<file path="config.mk">
export PLATFORM = sky130hd
export DESIGN_NAME = simon_arbiter
export DESIGN_NICKNAME = d
export VERILOG_FILES = /design/src/rtl/simon_arbiter.sv
export SDC_FILE = /design/constraint.sdc
export NUM_CORES = 1
export LEC_CHECK = 0
export ABC_CLOCK_PERIOD_IN_PS = 2600
export CORE_AREA = 2 2 159 161
export CTS_CLUSTER_SIZE = 10
export DETAILED_ROUTE_END_ITERATION = 16
export DIE_AREA = 0 0 161 163
export HOLD_SLACK_MARGIN = 0.06
export MAX_ROUTING_LAYER = met4
export PLACE_DENSITY = 0.7
export SLEW_MARGIN = 40
export SYNTH_ARGS = -nofsm -noshare
export SYNTH_HDL_FRONTEND = slang
export SYNTH_SLANG_ARGS = --single-unit
</file>
<file path="constraint.sdc">
create_clock -name clk -period 2.6 [get_ports clk]
set_input_delay 0.78 -clock clk [delete_from_list [all_inputs] [get_ports clk]]
set_output_delay 0.78 -clock clk [all_outputs]
set_load 0.01 [all_outputs]
</file>
<file path="src/rtl/simon_arbiter.sv">
// simon_arbiter
//   Two-requester round-robin front end for one shared SIMON core. It grants
//   one requester at a time and latches that requester's block, key and
//   direction. It sequences the core handshake, and before a decrypt under a
//   key the core does not hold it inserts a key-expansion-only pass. Each
//   requester has a one-entry result register.
//
//   Ports
//     clk, R                 clock, synchronous active-high reset
//     req/reqDir/reqKeyChg   per-requester request level, direction (1=enc),
//                            and a "key differs from my last key" flag
//     reqBlock/reqKey        per-requester block (2N) and key (M*N)
//     ack                    one-cycle grant/capture pulse
//     valid/take/result      per-requester result register and its handshake
//     err                    sticky watchdog error
//     newData/newKey/enc_dec/readData/BLOCK/KEY   registered core controls
//     loadData/loadKey/doneData/outData           core status and result
module simon_arbiter #(
  parameter int N  = 16,
  parameter int M  = 4,
  parameter int TO = 255
) (
  input  logic                    clk,
  input  logic                    R,
  input  logic [1:0]              req,
  input  logic [1:0]              reqDir,
  input  logic [1:0]              reqKeyChg,
  input  logic [1:0][2*N-1:0]     reqBlock,
  input  logic [1:0][M*N-1:0]     reqKey,
  output logic [1:0]              ack,
  output logic [1:0]              valid,
  input  logic [1:0]              take,
  output logic [1:0][2*N-1:0]     result,
  output logic                    err,
  output logic                    newData,
  output logic                    newKey,
  output logic                    enc_dec,
  output logic                    readData,
  output logic [2*N-1:0]          BLOCK,
  output logic [M*N-1:0]          KEY,
  input  logic                    loadData,
  input  logic                    loadKey,
  input  logic                    doneData,
  input  logic [2*N-1:0]          outData
);

  localparam int BW  = 2*N;
  localparam int KW  = M*N;
  localparam int WDW = ($clog2(TO+1) > 8) ? $clog2(TO+1) : 8;

  typedef enum logic [2:0] {
    S_IDLE, S_GRANT, S_KEY_REQ, S_KEY_WAIT, S_DATA_REQ, S_DATA_WAIT, S_READ
  } state_t;

  state_t             r_state;
  logic               r_g;          // requester being served
  logic               r_last;       // requester served last (tie-break)
  logic               r_dir;
  logic               r_keychg;
  logic               r_own_vld;    // keyOwner != NONE
  logic               r_own;        // keyOwner id when r_own_vld
  logic [WDW-1:0]     r_wd;
  logic [1:0]         r_ack;
  logic [1:0]         r_valid;
  logic [1:0][BW-1:0] r_result;
  logic               r_err;
  logic               r_newData;
  logic               r_newKey;
  logic               r_enc_dec;
  logic               r_readData;
  logic [BW-1:0]      r_block;
  logic [KW-1:0]      r_key;

  logic [1:0]         w_elig;
  logic               w_pick;
  logic               w_need;
  logic               w_wd_exp;

  // A full result register blocks its owner from being granted again.
  assign w_elig   = req & ~r_valid;
  // On a tie serve the requester that was not served last.
  assign w_pick   = (&w_elig) ? ~r_last : w_elig[1];
  // The core must (re)expand unless it already holds this requester's key.
  assign w_need   = r_keychg | ~r_own_vld | (r_own != r_g);
  assign w_wd_exp = (r_wd == WDW'(TO));

  always_ff @(posedge clk) begin
    if (R) begin
      r_state    <= S_IDLE;
      r_g        <= 1'b0;
      r_last     <= 1'b1;
      r_dir      <= 1'b0;
      r_keychg   <= 1'b0;
      r_own_vld  <= 1'b0;
      r_own      <= 1'b0;
      r_wd       <= '0;
      r_ack      <= '0;
      r_valid    <= '0;
      r_result   <= '0;
      r_err      <= 1'b0;
      r_newData  <= 1'b0;
      r_newKey   <= 1'b0;
      r_enc_dec  <= 1'b0;
      r_readData <= 1'b0;
      r_block    <= '0;
      r_key      <= '0;
    end else begin
      r_ack <= '0;
      for (int i = 0; i < 2; i++)
        if (take[i]) r_valid[i] <= 1'b0;

      case (r_state)
        S_IDLE: begin
          r_wd <= '0;
          if (|w_elig) begin
            r_g           <= w_pick;
            r_ack[w_pick] <= 1'b1;
            r_block       <= reqBlock[w_pick];
            r_key         <= reqKey[w_pick];
            r_dir         <= reqDir[w_pick];
            r_keychg      <= reqKeyChg[w_pick];
            r_state       <= S_GRANT;
          end
        end

        S_GRANT: begin
          r_wd <= '0;
          // Decryption needs the round keys expanded before the data pass;
          // encryption can expand inline with newKey on the data pass.
          if (!r_dir && w_need) begin
            r_newKey  <= 1'b1;
            r_newData <= 1'b0;
            r_enc_dec <= 1'b0;
            r_state   <= S_KEY_REQ;
          end else begin
            r_newData <= 1'b1;
            r_newKey  <= w_need;
            r_enc_dec <= r_dir;
            r_state   <= S_DATA_REQ;
          end
        end

        default: begin
          if (w_wd_exp) begin
            // Core stopped answering: abandon the job and forget key ownership.
            r_err      <= 1'b1;
            r_newData  <= 1'b0;
            r_newKey   <= 1'b0;
            r_enc_dec  <= 1'b0;
            r_readData <= 1'b0;
            r_block    <= '0;
            r_key      <= '0;
            r_own_vld  <= 1'b0;
            r_wd       <= '0;
            r_state    <= S_IDLE;
          end else begin
            r_wd <= r_wd + WDW'(1);
            case (r_state)
              S_KEY_REQ: if (loadKey) begin
                r_newKey <= 1'b0;
                r_wd     <= '0;
                r_state  <= S_KEY_WAIT;
              end
              S_KEY_WAIT: if (!loadKey) begin
                r_own_vld <= 1'b1;
                r_own     <= r_g;
                r_newData <= 1'b1;
                r_newKey  <= 1'b0;
                r_enc_dec <= r_dir;
                r_wd      <= '0;
                r_state   <= S_DATA_REQ;
              end
              S_DATA_REQ: if (loadData) begin
                r_newData <= 1'b0;
                r_newKey  <= 1'b0;
                if (r_newKey) begin
                  r_own_vld <= 1'b1;
                  r_own     <= r_g;
                end
                r_wd    <= '0;
                r_state <= S_DATA_WAIT;
              end
              S_DATA_WAIT: if (doneData) begin
                r_result[r_g] <= outData;
                r_valid[r_g]  <= 1'b1;
                r_readData    <= 1'b1;
                r_wd          <= '0;
                r_state       <= S_READ;
              end
              S_READ: if (!doneData) begin
                r_readData <= 1'b0;
                r_last     <= r_g;
                r_wd       <= '0;
                r_state    <= S_IDLE;
              end
              default: r_state <= S_IDLE;
            endcase
          end
        end
      endcase
    end
  end

  assign ack      = r_ack;
  assign valid    = r_valid;
  assign result   = r_result;
  assign err      = r_err;
  assign newData  = r_newData;
  assign newKey   = r_newKey;
  assign enc_dec  = r_enc_dec;
  assign readData = r_readData;
  assign BLOCK    = r_block;
  assign KEY      = r_key;

endmodule

</file>
==> results.yml, run 1 <==
status:
  status: "finished, final reports clean"
place:
  dpl-instance-area_um2: 13100
  routabilityCongestion: 0.870
  place_hpwl_um: 22800
  dp.cells: 1736
  portBuffers: 405
layout:
  nets: 1663
  stdcell_count: 1770
  final_area_um2: 13700
  drive_above_1_share: 0.0508
  area_delta_synth_final_pct: 59.2
grt:
  grt_max_degree: 88
  grt_pass1_vias: 9004
  gr-total-overflow: 0
  grt_first_pass_wirelength_um: 49800
  grt_use_total: 0.247
  antenna_found_initial: 2
setup_path:
  cp_slowest_cell: "clkdlybuf4s50_1"
  path_delay_family: "buffers and inverters"
  crit_chain: "clkdlybuf4s50_1"
  arrival_ns: 1.46
  end_kind: "output pin"
  max_stage_delay_ns: 0.60
  start_kind: "flip-flop"
  path_max_fanout: 5
  reg2reg_depth: 5
  critPathBufInv: 1
  cp.depth: 1
  required_ns: 1.82
  criticalPathCategory: "flip-flop to output pin"
synth:
  netlist_area_um2: 8580
  yosysWarningCount: 0
  synth_area_leaders: "dfxtp_1 43%, nand3_1 12%, a21oi_1 8.4%, a21o_1 8.4%, o21ai_0 5.8%"
  yosysMostFrequentCell: "nand3_1"
  yosysSeqAreaShare: 0.434
  synthFlopType: "dfxtp_1"
  synth_top_area_cell: "dfxtp_1"
  synth.net_count: 1320
  synth_seq_cells: 186
  synth_async_sr_flop_share: 0
  ys_top_cells_by_count: "198 x nand3_1, 186 x dfxtp_1, 144 x a21oi_1"
  netlist.area_leader.share: 0.434
  synth.distinct_cells: 46
  synth_edf_count: 0
  synth.avg_cell_area_um2: 7.93
  netlist_instances: 1082
timing:
  setup_viol: 0
  maxSlewViolCount: 0
  skew_ns: 0.0154
  tightest_slew_ns: 0.722
  clock.fmax_mhz: 446
  max_slew_margin: 0.518
  post-route-period-util: 0.863
  rsz0062_at_grt: "no"
  post-route-min-period_ns: 2.24
  hold_viol: 0
  fin_tns_setup_ns: 0
power:
  leakage_nw: 4.75
  clockPowerShare: 0.266
  combPwrFrac: 0.366
  power_switching_mw: 3.40
  p_total_mw: 9.93
  peakVddDrop_mv: 0.398
  p_int_mw: 6.52
  p_seq_frac: 0.369
  power_density_nw_per_um2: 726
  swShare: 0.343
detailed_routing:
  drt_iter0_drc: 737
  viasPerCell: 5.30
  post_drt_wl_per_cell_um: 18.6
  routed_wl_um: 33000
  drtAntennaViolNets: 0
  drc: 0
  dr.pass1.iters: 5
  num_vias: 9378
clock_network:
  htreeDepth: 4
  cts_tree: "yes"
  cts_setup_buffers: 0
  cts_hold_buf: 0
  cts_resized: 0
  cts_sinks: 186
  clockBufferDepth: 2
  clk_latency_ns: 0.43
  cts-root-buf: "clkbuf_16"
  cts_buffers: 17
  cts.clk_slew.worst_paths_ns: 0.08
min_path:
  hold_path.class: "flip-flop to flip-flop"
  holdPathStages: 2
floorplanning:
  die_h_um: 163
  start_util: 0.348
  die-area_um2: 26200
  die_x_um: 161
  row_count: 58
  coreArea_um2: 24700
  pin_count: 406
run:
  cap_violations: 0
## layer usage
metal | track usage | vias to the layer above | wire length, µm
li1 | - | 4520 | -
met1 | 0.294 | 4389 | 13300
met2 | 0.406 | 416 | 16100
met3 | 0.0619 | 53 | 2620
met4 | 0.0881 | 0 | 929
met5 | - | - | 0
## metrics by stage
stage	hold WS, ns	utilization	setup WS (ns)
after detailed placement	0.440	0.529	0.123
after CTS	0.452	0.553	0.314
after global routing	0.478	0.554	0.288
after floorplan	0.426	-	0.600
final	0.448	0.554	0.356
after global placement	0.437	0.529	0.167
## cell type report
type	count	area (µm²)
sequential	186	3720
timing repair buffer	437	4520
multi-input combinational	776	4380
fill	2323	11000
inverter	7	26.3
antenna	2	5.00
clock inverter	14	158
tap	330	413
clock buffer	18	439
## registers in the layout, summed over array words and instances, names as in the netlist
| signal | count |
|---|---|
| valid | 2 |
| r_g | 1 |
| r_last | 1 |
| r_dir | 1 |
| ack | 2 |
| r_wd | 8 |
| r_state | 3 |
| r_own_vld | 1 |
| newData | 1 |
| readData | 1 |
| BLOCK | 32 |
| newKey | 1 |
| r_keychg | 1 |
| r_own | 1 |
| KEY | 64 |
| result | 64 |
| err | 1 |
| enc_dec | 1 |
## power groups by stage
stage	registers (mW)	clock network, mW	logic, mW
final	3.66	2.64	3.63
after floorplan	3.82	0	1.69
after detailed placement	3.72	0	3.62
after global placement	3.70	0	3.60
after CTS	3.66	2.70	3.64
after global routing	3.72	2.80	3.94
## cells in the final DEF, fill, tap and decap left out, types with 5 or more instances in the layout
master / n
buf_12: 18
dfxtp_1: 186
nor2_1: 47
clkdlybuf4s50_1: 404
nor2b_1: 7
nand3_1: 198
mux2i_1: 35
buf_4: 15
nand2_1: 81
o21ai_0: 100
inv_1: 7
nor3_1: 5
clkbuf_16: 17
a21o_1: 96
a21oi_1: 144
## logic make-up after synthesis
kind of cell,after synthesis,share of synthesized area
adders and majority gates,1,0.00146
AOI/OAI and AO/OA,371,0.258
buffers and inverters,120,0.0596
muxes,35,0.0408
and+or+nand+nor,361,0.198
xor gates and xnor gates,8,0.00816
DFF,186,0.434
## final timing paths
path                                               from                      end  slack, ns
worst max-delay path                valid[0]$_SDFF_PP0_                 valid[0]       0.36
worst min-delay path                   err$_SDFFE_PP0P_         err$_SDFFE_PP0P_       0.45
worst max register to register  r_state[2]$_SDFFE_PP0P_  result[10]$_SDFFE_PP0P_       0.44
worst min register to register         err$_SDFFE_PP0P_         err$_SDFFE_PP0P_       0.45
Note: power is estimated with default switching activity, not from simulation.
==> inputs of run 2 (changes only) <==
ABC_CLOCK_PERIOD_IN_PS = 2880   (was 2600)
clock period = 2.88 ns   (was 2.6 ns; I/O delays follow)
==> run 2 against run 1 <==
- routed wire length fell by 1.3%
- critical path depth did not move
- clock power decreased by 7.6%
- final cell count down 0.17%
- combinational power is 9.4% lower
- total power decreased by 9.5%
- worst hold slack gained 0.0011 ns
- sequential share of layout area increased by 0.22 points
==> results.yml, run 2 (same netlist as run 1, synthesis figures left out) <==
timing:
  worst_slack_ns: 0.535
  tightest_slew_ns: 0.827
  post-route-period-util: 0.814
  hold_ws_ns: 0.449
  clock.fmax_mhz: 426
  setup_viol: 0
  skew_ns: 0.0139
  fin_tns_setup_ns: 0
  maxSlewViolCount: 0
  hold_viol: 0
  rsz0062_at_grt: "no"
  max_slew_margin: 0.448
  post-route-min-period_ns: 2.34
place:
  portBuffers: 405
  pre_cts_ws_ns: 0.354
  place_hpwl_um: 22100
  routabilityCongestion: 0.838
  dp.cells: 1730
  dpl-instance-area_um2: 12900
setup_path:
  reg2reg_depth: 6
  cp.depth: 1
  reg2reg_to: "BLOCK[6]$_SDFFE_PP0P_"
  critPathBufInv: 1
  max_stage_delay_ns: 0.62
  timing.rr.start: "r_wd[0]$_SDFF_PP0_"
  start_kind: "flip-flop"
  crit_chain: "clkdlybuf4s50_1"
  path_delay_family: "buffers and inverters"
  path_max_fanout: 4
  required_ns: 2.02
  arrival_ns: 1.48
  cp_slowest_cell: "clkdlybuf4s50_1"
  criticalPathCategory: "flip-flop to output pin"
  end_kind: "output pin"
  reg2reg_slack_ns: 0.66
clock_network:
  cts_setup_buffers: 0
  cts_resized: 0
  cts_buffers: 17
  cts_sinks: 186
  cts_tree: "yes"
  clockBufferDepth: 2
  cts.clk_slew.worst_paths_ns: 0.07
  htreeDepth: 4
  clk_latency_ns: 0.43
  cts_hold_buf: 0
  cts-root-buf: "clkbuf_16"
layout:
  stdcell_count: 1767
  layout.cells.most_common: "clkdlybuf4s50_1"
  post-route-util: 0.549
  drive_above_1_share: 0.0468
  area_delta_synth_final_pct: 57.9
  mostFrequentLayoutCells: "404 x clkdlybuf4s50_1, 198 x nand3_1, 186 x dfxtp_1, 144 x a21oi_1, 100 x o21ai_0"
  final_area_um2: 13600
  nets: 1657
power:
  p_total_mw: 8.98
  power_density_nw_per_um2: 663
  leakage_nw: 4.69
  peakVddDrop_mv: 0.426
grt:
  antenna_found_initial: 5
  grt_max_degree: 92
  grt_pass1_vias: 8980
  grt_use_total: 0.245
  grt_first_pass_wirelength_um: 49700
  gr-total-overflow: 0
floorplanning:
  die_h_um: 163
  die-area_um2: 26200
  pin_count: 406
  row_count: 58
  coreArea_um2: 24700
  die_x_um: 161
  start_util: 0.348
min_path:
  hp-start: "err$_SDFFE_PP0P_"
  holdPathStages: 2
  hold_end: "err$_SDFFE_PP0P_"
  hold_path.class: "flip-flop to flip-flop"
run:
  cap_violations: 0
detailed_routing:
  viasPerCell: 5.29
  post_drt_wl_per_cell_um: 18.4
  num_vias: 9352
  drtAntennaViolNets: 0
  drt_iter0_drc: 786
  dr.pass1.iters: 5
  routed_wl_um: 32600
  drc: 0
status:
  status: "finished, final reports clean"
==> run 2: how the worst max path moves through the flow <==
stage / from / to / slack [ns]
6_report: valid[1]$_SDFF_PP0_ / valid[1] / 0.54
5_1_grt: valid[0]$_SDFF_PP0_ / valid[0] / 0.47
4_1_cts: valid[1]$_SDFF_PP0_ / valid[1] / 0.51
3_5_place_dp: doneData / result[16]$_SDFFE_PP0P_ / 0.35
3_3_place_gp: doneData / result[15]$_SDFFE_PP0P_ / 0.38
2_1_floorplan: req[1] / KEY[42]$_SDFFE_PP0P_ / 0.80
==> run 2: metal layers <==
| layer | share of wire | routed length [µm] | GRT usage |
|---|---|---|---|
| met1 | 0.42 | 13600 | 0.293 |
| met2 | 0.47 | 15400 | 0.391 |
| met3 | 0.079 | 2560 | 0.0675 |
| met4 | 0.032 | 1050 | 0.101 |
| met5 | 0 | 0 | - |
==> run 2: worst reg2reg max path: cells and delay by family (launching register included) <==
family                     cells  cell delay (ns)
adders and majority gates      1             0.24
buffers and inverters          1             0.33
AOI/OAI and AO/OA              1             0.07
DFF                            1             0.37
and+or+nand+nor                3             1.06
==> run 2: power by group <==
part	switching (mW)	leakage [nW]	internal, mW
logic	1.62	2.89	1.67
registers	0.251	1.51	3.00
clock network	1.19	0.291	1.25
total	3.06	4.69	5.92
==> run 2: final cells by class <==
type                            count  area, µm²
Fill cell                        2328      11100
Timing Repair Buffer              431       4400
Multi-Input combinational cell    776       4380
Sequential cell                   186       3720
Clock buffer                       17        425
Tap cell                          330        413
Clock inverter                     15        176
Inverter                            7       26.3
Antenna cell                        5       12.5
==> inputs of run 3 (changes only) <==
ABC_CLOCK_PERIOD_IN_PS = 2300   (was 2880)
clock period = 2.3 ns   (was 2.88 ns; I/O delays follow)
==> run 3 against run 2 <==
- register-to-register slack lost 0.27 ns
- critical path depth stayed put
- count of clock-buffer cells in the layout is 1 higher
- worst hold slack improved by 0.0060 ns
- global-route usage down 0.10 points
- total power up 27%
- first-iteration DRC count grew 12%
- largest cell class unchanged
==> results.yml, run 3 (same netlist as run 1, synthesis figures left out) <==
floorplanning:
  die_h_um: 163
  die_x_um: 161
  coreArea_um2: 24700
  row_count: 58
  start_util: 0.348
  pin_count: 406
  die-area_um2: 26200
status:
  status: "finished, final reports clean"
layout:
  nets: 1675
  regArea_um2: 3720
  layout.cells.most_common: "clkdlybuf4s50_1"
  mostFrequentLayoutCells: "404 x clkdlybuf4s50_1, 198 x nand3_1, 186 x dfxtp_1, 144 x a21oi_1, 100 x o21ai_0"
  post-route-util: 0.560
  area_delta_synth_final_pct: 61.0
  fillCellCount: 2261
  multiInputGateArea_um2: 4380
  drive_above_1_share: 0.0586
setup_path:
  end_kind: "output pin"
  criticalPathCategory: "flip-flop to output pin"
  cp_slowest_cell: "clkdlybuf4s50_1"
  crit_chain: "clkdlybuf4s50_1"
  critPathBufInv: 1
  path_delay_family: "buffers and inverters"
  max_stage_delay_ns: 0.62
  cp.depth: 1
  path_max_fanout: 5
  required_ns: 1.61
  reg2reg_depth: 6
  start_kind: "flip-flop"
  arrival_ns: 1.48
detailed_routing:
  drt_iter0_drc: 881
  num_vias: 9400
  viasPerCell: 5.27
  drc: 0
  post_drt_wl_per_cell_um: 18.3
  dr.pass1.iters: 5
  drtAntennaViolNets: 0
  routed_wl_um: 32600
timing:
  tightest_slew_ns: 0.491
  setup_viol: 0
  rsz0062_at_grt: "no"
  maxSlewViolCount: 0
  post-route-min-period_ns: 2.17
  skew_ns: 0.0138
  max_slew_margin: 0.672
  hold_ws_ns: 0.455
  post-route-period-util: 0.945
  hold_viol: 0
  clock.fmax_mhz: 460
place:
  place_hpwl_um: 22700
  routabilityCongestion: 0.864
  portBuffers: 405
clock_network:
  cts_tree: "yes"
  cts.clk_slew.worst_paths_ns: 0.08
  clockBufferDepth: 2
  cts-root-buf: "clkbuf_16"
  cts_setup_buffers: 0
  clk_latency_ns: 0.43
  htreeDepth: 4
  cts_sinks: 186
  cts_hold_buf: 0
  cts_resized: 0
  cts_buffers: 17
grt:
  grtUsageMet3: 0.0553
  grt_max_degree: 95
  antenna_found_initial: 2
  grt_first_pass_wirelength_um: 49400
  gr-total-overflow: 0
  use_met1: 0.294
  grt_pass1_vias: 8916
  busiest_layer: "met2"
  grtUsageMet2: 0.406
  grt_use_total: 0.244
min_path:
  hold_path.class: "flip-flop to flip-flop"
  holdPathStages: 2
run:
  cap_violations: 0
power:
  peakVddDrop_mv: 0.529
  power_density_nw_per_um2: 827
  leakage_nw: 4.83
==> run 3: layer usage <==
metal | up-vias | routed length, µm
met2 | 374 | 16100
met3 | 38 | 2380
met5 | - | 0
li1 | 4545 | -
met4 | 0 | 671
met1 | 4443 | 13500
==> run 3: worst paths after layout <==
kind / start / to / slack (ns)
max: valid[0]$_SDFF_PP0_ / valid[0] / 0.13
max reg2reg: r_wd[0]$_SDFF_PP0_ / result[14]$_SDFFE_PP0P_ / 0.39
min: err$_SDFFE_PP0P_ / err$_SDFFE_PP0P_ / 0.46
min reg2reg: err$_SDFFE_PP0P_ / err$_SDFFE_PP0P_ / 0.46
==> run 3: stage by stage <==
stage / instance area (µm²) / worst slack [ns] / setup TNS [ns] / power (mW) / std cells
2_1_floorplan: 8580 / 0.329 / 0 / 6.23 / 1082
3_3_place_gp: 13200 / -0.0209 / -0.279 / 8.35 / 1748
3_5_place_dp: 13200 / -0.0735 / -1.11 / 8.41 / 1748
4_1_cts: 13800 / 0.0958 / 0 / 11.5 / 1780
5_1_grt: 13800 / 0.0815 / 0 / 12.0 / 1782
6_report: 13800 / 0.126 / 0 / 11.4 / 1782
==> run 3: worst register-to-register path, cell delays in order (launching register included) <==
cell and delay, ns:
dfxtp_1 0.34, ha_1 0.25, and4_1 0.25, a2111oi_4 0.35, buf_12 0.29, mux2i_1 0.26
nor2_1 0.06
==> run 3: layout make-up <==
cell class | count | share of cell area
Tap cell | 330 | 0.0299
Multi-Input combinational cell | 776 | 0.317
Clock buffer | 18 | 0.0318
Clock inverter | 14 | 0.0126
Timing Repair Buffer | 449 | 0.337
Inverter | 7 | 0.00190
Antenna cell | 2 | 0.000362
Sequential cell | 186 | 0.269
==> run 3: power by group <==
part           switching, mW  internal [mW]  leakage, nW
logic                   2.05           2.21         3.02
clock network           1.49           1.60        0.296
registers              0.328           3.76         1.51
total                   3.87           7.57         4.83
